<file path="src/rtl/cdc_4phase_tx_feeder.sv">
// Source-domain FIFO feeding a 4-phase CDC handshake synchronizer.
// Ports: i_clk/i_rst/i_flush, s_* producer ready/valid, i_busy from
// the synchronizer, o_valid/o_data to it, o_level/o_afull/o_empty status.
module cdc_4phase_tx_feeder #(
   parameter int data_width  = 8,
   parameter int depth       = 8,
   parameter int afull_level = 6
) (
   input  logic                     i_clk,
   input  logic                     i_rst,
   input  logic                     i_flush,
   input  logic                     s_valid,
   input  logic [data_width-1:0]    s_data,
   output logic                     s_ready,
   input  logic                     i_busy,
   output logic                     o_valid,
   output logic [data_width-1:0]    o_data,
   output logic [$clog2(depth):0]   o_level,
   output logic                     o_afull,
   output logic                     o_empty
);

   localparam int aw = $clog2(depth);
   localparam logic [aw:0] ptr_one  = {{aw{1'b0}}, 1'b1};
   localparam logic [aw:0] afull_lv = afull_level[aw:0];

   logic [aw:0]           wr_ptr_q, wr_ptr_d;
   logic [aw:0]           rd_ptr_q, rd_ptr_d;
   logic [data_width-1:0] mem_q [depth];
   logic [aw:0]           level;
   logic                  full, empty, push, pop;

   assign empty = (wr_ptr_q == rd_ptr_q);
   // Wrap bits differ, index bits match: writer is one lap ahead.
   assign full  = (wr_ptr_q[aw] != rd_ptr_q[aw]) &&
                  (wr_ptr_q[aw-1:0] == rd_ptr_q[aw-1:0]);
   assign level = wr_ptr_q - rd_ptr_q;

   // Full is judged before any same-cycle pop: no pass-through.
   assign s_ready = ~full & ~i_rst & ~i_flush;
   // Each word is shown for one cycle; the synchronizer raises busy
   // on the next cycle, which blocks the following word.
   assign o_valid = ~empty & ~i_busy & ~i_rst & ~i_flush;
   assign o_data  = mem_q[rd_ptr_q[aw-1:0]];

   assign push = s_valid & s_ready;
   assign pop  = o_valid;

   assign o_level = level;
   assign o_empty = empty;
   assign o_afull = (level >= afull_lv);

   always_comb begin
      wr_ptr_d = wr_ptr_q;
      rd_ptr_d = rd_ptr_q;
      if (i_flush) begin
         wr_ptr_d = '0;
         rd_ptr_d = '0;
      end else begin
         if (push) wr_ptr_d = wr_ptr_q + ptr_one;
         if (pop)  rd_ptr_d = rd_ptr_q + ptr_one;
      end
   end

   always_ff @(posedge i_clk) begin
      if (i_rst) begin
         wr_ptr_q <= '0;
         rd_ptr_q <= '0;
      end else begin
         wr_ptr_q <= wr_ptr_d;
         rd_ptr_q <= rd_ptr_d;
      end
   end

   // Storage carries no reset; push is already masked by i_rst.
   always_ff @(posedge i_clk) begin
      if (push) mem_q[wr_ptr_q[aw-1:0]] <= s_data;
   end

endmodule

</file>
<file path="config.mk">
export PLATFORM = sky130hd
export DESIGN_NAME = cdc_4phase_tx_feeder
export DESIGN_NICKNAME = d
export VERILOG_FILES = /design/src/rtl/cdc_4phase_tx_feeder.sv
export SDC_FILE = /design/constraint.sdc
export NUM_CORES = 1
export LEC_CHECK = 0
export CORE_MARGIN = 1.5
export CORE_UTILIZATION = 30
export CTS_BUF_LIST = sky130_fd_sc_hd__clkbuf_4 sky130_fd_sc_hd__clkbuf_8
export CTS_CLUSTER_DIAMETER = 100
export DETAILED_ROUTE_END_ITERATION = 10
export PLACE_DENSITY = 0.57
export SETUP_SLACK_MARGIN = 0.1
export SLEW_MARGIN = 10
export SYNTH_ARGS = -nofsm -noshare
export SYNTH_HDL_FRONTEND = slang
export SYNTH_SLANG_ARGS = --single-unit
export TNS_END_PERCENT = 30
</file>
<file path="constraint.sdc">
create_clock -name i_clk -period 2.7 [get_ports i_clk]
set_input_delay 0.54 -clock i_clk [delete_from_list [all_inputs] [get_ports i_clk]]
set_output_delay 0.54 -clock i_clk [all_outputs]
set_load 0.05 [all_outputs]
</file>
==> impl_metrics.tcl <==
set metrics [dict create \
    number_of_antenna_violations_at_the_first_check_in_global_routing 0 \
    clock_skew_ns 0.0136 \
    worst-endpoint-required_ns 2.16 \
    place.gp.congestion 0.716 \
    critPathMaxFanout 4 \
    ys_seq_area_share_pct 67.3 \
    start_util_pct 30.8 \
    post_cts_hold_buffer_count 0 \
    die_x_um 106 \
    ys.flop_type "edfxtp_1" \
    power.share.sequential_pct 53.5 \
    placement.cell_area_um2 3710 \
    postLayoutCellArea_um2 3960 \
    yosys.cell_count.top_type "edfxtp_1" \
    worst_pin_slew_ns 0.495 \
    vias 1730 \
    switching_power_uw 511 \
    cts_root_buffer "clkbuf_8" \
    fmax_ghz 0.397 \
    slew-limit-headroom_pct 66.9 \
    postSynthNetCount 202 \
    power_leakage_uw 0.00135 \
    tns_ns 0 \
    place_hpwl_um 3780 \
    synth_compound_gate_area_share_pct 2.36 \
    rsz0062_at_grt "true" \
    synthDistinctLibCells 30 \
    max_cap_violations 0 \
    wl_per_cell_um 16.0 \
    hold-worst-slack_ns 0.481 \
    dp_cells 353 \
    synthesized_area_per_cell_um2 17.4 \
    startpoint_type "flop" \
    drt_iter0_drc 68 \
    finalNonFillerCells 370 \
    synthDominantCellAreaShare_pct 60.4 \
    tritoncts "built" \
    wirelength_um 5930 \
    timing.critical_path.from "wr_ptr_q[0]" \
    postSynthCellCount 183 \
    htreeDepth 3 \
    clk_path_buf_depth 2 \
    synth_fa_ha_area_share_pct 2.60 \
    timing_hold_violations_final 0 \
    synth_simple_gate_area_share_pct 5.66 \
    design.die.area_um2 11200 \
    clock_power_share_pct 40.1 \
    total_overflow_reported_by_the_global_router 0 \
    power_density_nw_per_um2 597 \
    die_y_um 106 \
    final_min_period_over_clock_period_pct 93.4 \
    regToRegStartpoint "rd_ptr_q[2]" \
    i_o_pins 29 \
    synth_enable_flop_cells 64 \
    route.detailed.vias_per_inst 4.68 \
    yosysWarnings 0 \
    synth.top_cells.by_count "edfxtp_1 (64), nand2_1 (16), mux4_1 (15)" \
    row_count 37 \
    clock_latency_ns 0.35 \
    clock-sinks 75 \
    grt_first_pass_wirelength_um 9570 \
    timing.setup.critical_path_class "flop to output port" \
    synth_area_um2 3180 \
    hp-class "flop to flop" \
    cts-buffers-inserted 9 \
    first_global_vias 1784 \
    sw_frac_of_total_pct 21.6 \
    drt_pass1_iterations 4 \
    layout-drive-gt1-share_pct 26.1 \
    ys_seq_elements 75 \
    outcome "finished, final reports clean" \
    post_synth_xor_area_fraction_pct 0.826 \
    end_kind "output port" \
    synthArstFlopShare_pct 0 \
    io_buffer_count 28 \
    grt_start_max_net_pins 17 \
    clkTransAtPathRegs_ns 0.08 \
    combPwrFrac_pct 6.4 \
    synthToLayoutAreaGrowth_pct 24.5 \
    cell_internal_pwr_uw 1850 \
    ant_nets 0 \
    crit_arrival_ns 1.98 \
    synth_top_family_by_area "multiplexers" \
    diodes 0 \
    yosys-mux-area-fraction_pct 18.8 \
    drc 0 \
    drv_slew 0 \
    setup_viol_count_final 0 \
    netlist.top_cell.by_area "edfxtp_1" \
    holdCritStartpoint "wr_ptr_q[0]" \
    core_region_area_um2 10300 \
    vdd.ir_drop.worst_v 0.000242 \
    yosys-top-cells-area "edfxtp_1 (60%), mux4_1 (12%), dfxtp_1 (6.9%)" \
    fin_nets 248 \
    globalRouteTotalUtil_pct 11.6 \
    period_needed_ns 2.52 \
]
worst max-delay path, cell delays in order (launching register included):
cell and delay (ns):
dfxtp_2 0.35, inv_1 0.09, ha_1 0.33, inv_1 0.07, clkdlybuf4s50_1 0.79
area by class of cell:
type                    instances  area [um^2]
clock buffers                   9          124
well taps                     136          170
flip-flops and latches         75         2150
repair buffers                 42          418
multi-input cells              94          976
fillers                       954         6360
clock inverters                 7         98.8
inverters                       7         26.3
placed cells by master (no fill, tap or decap), types with 2 or more instances in the layout:
cell / n
buf_4: 23
clkbuf_8: 9
a211oi_1: 2
bufinv_16: 2
ha_1: 5
o211ai_1: 2
clkdlybuf4s50_1: 13
edfxtp_1: 64
dfxtp_1: 8
mux2i_1: 9
nand3_1: 5
nor3_1: 2
or3_1: 3
mux4_1: 15
buf_12: 5
inv_6: 2
nand2_1: 16
dfxtp_2: 3
nor2_1: 9
mux2_2: 8
inv_1: 7
a21oi_1: 5
power by group through the flow:
stage	clock, uW	combinational [uW]	sequential, uW
6_report	948	151	1260
5_1_grt	1020	162	1260
4_1_cts	971	151	1260
3_5_place_dp	0	150	1290
3_3_place_gp	0	148	1290
2_1_floorplan	0	83.2	1290
path summary, 6_finish.rpt:
check | end | slack, ns | cells past startpoint
max | o_level[0] | 0.18 | 4
min | wr_ptr_q[0] | 0.48 | 2
min reg2reg | wr_ptr_q[0] | 0.48 | 2
max reg2reg | mem_q[1][4] | 0.82 | 6
layer usage:
layer	up-vias	GRT usage (%)	wire, um
met3	6	3.31	190
met2	32	18.2	2920
li1	814	-	-
met4	0	4.05	63
met1	878	15.3	2750
met5	-	0	0
state kept, by name (all words and copies together) (netlist names), named ones only:
| register | count |
|---|---|
| mem_q | 64 |
| rd_ptr_q | 4 |
| wr_ptr_q | 4 |
kinds of logic (layout without fill, tap and decap cells):
logic type,count (synthesis),count (layout)
xor gates and xnor gates,3,3
DFF,75,75
adders and majority gates,6,6
buffers and inverters,14,65
and+or+nand+nor,40,40
AOI/OAI and AO/OA,12,12
muxes,33,33
through the flow:
stage | util, % | total power, uW | setup slack [ns]
global route | 38.3 | 2450 | 0.0958
floorplan | - | 1370 | -0.0547
global placement | 35.9 | 1440 | 0.398
finish | 38.3 | 2360 | 0.179
CTS | 38.2 | 2390 | 0.0982
detailed placement | 35.9 | 1440 | 0.411
what timing repair did:
action | CTS | global route
pin swaps | 1 | 1
setup endpoints to repair | 3 | 12
buffers inserted | 1 | 0
gates resized for setup | 2 | 7
Power figures use the tool's default switching activity.
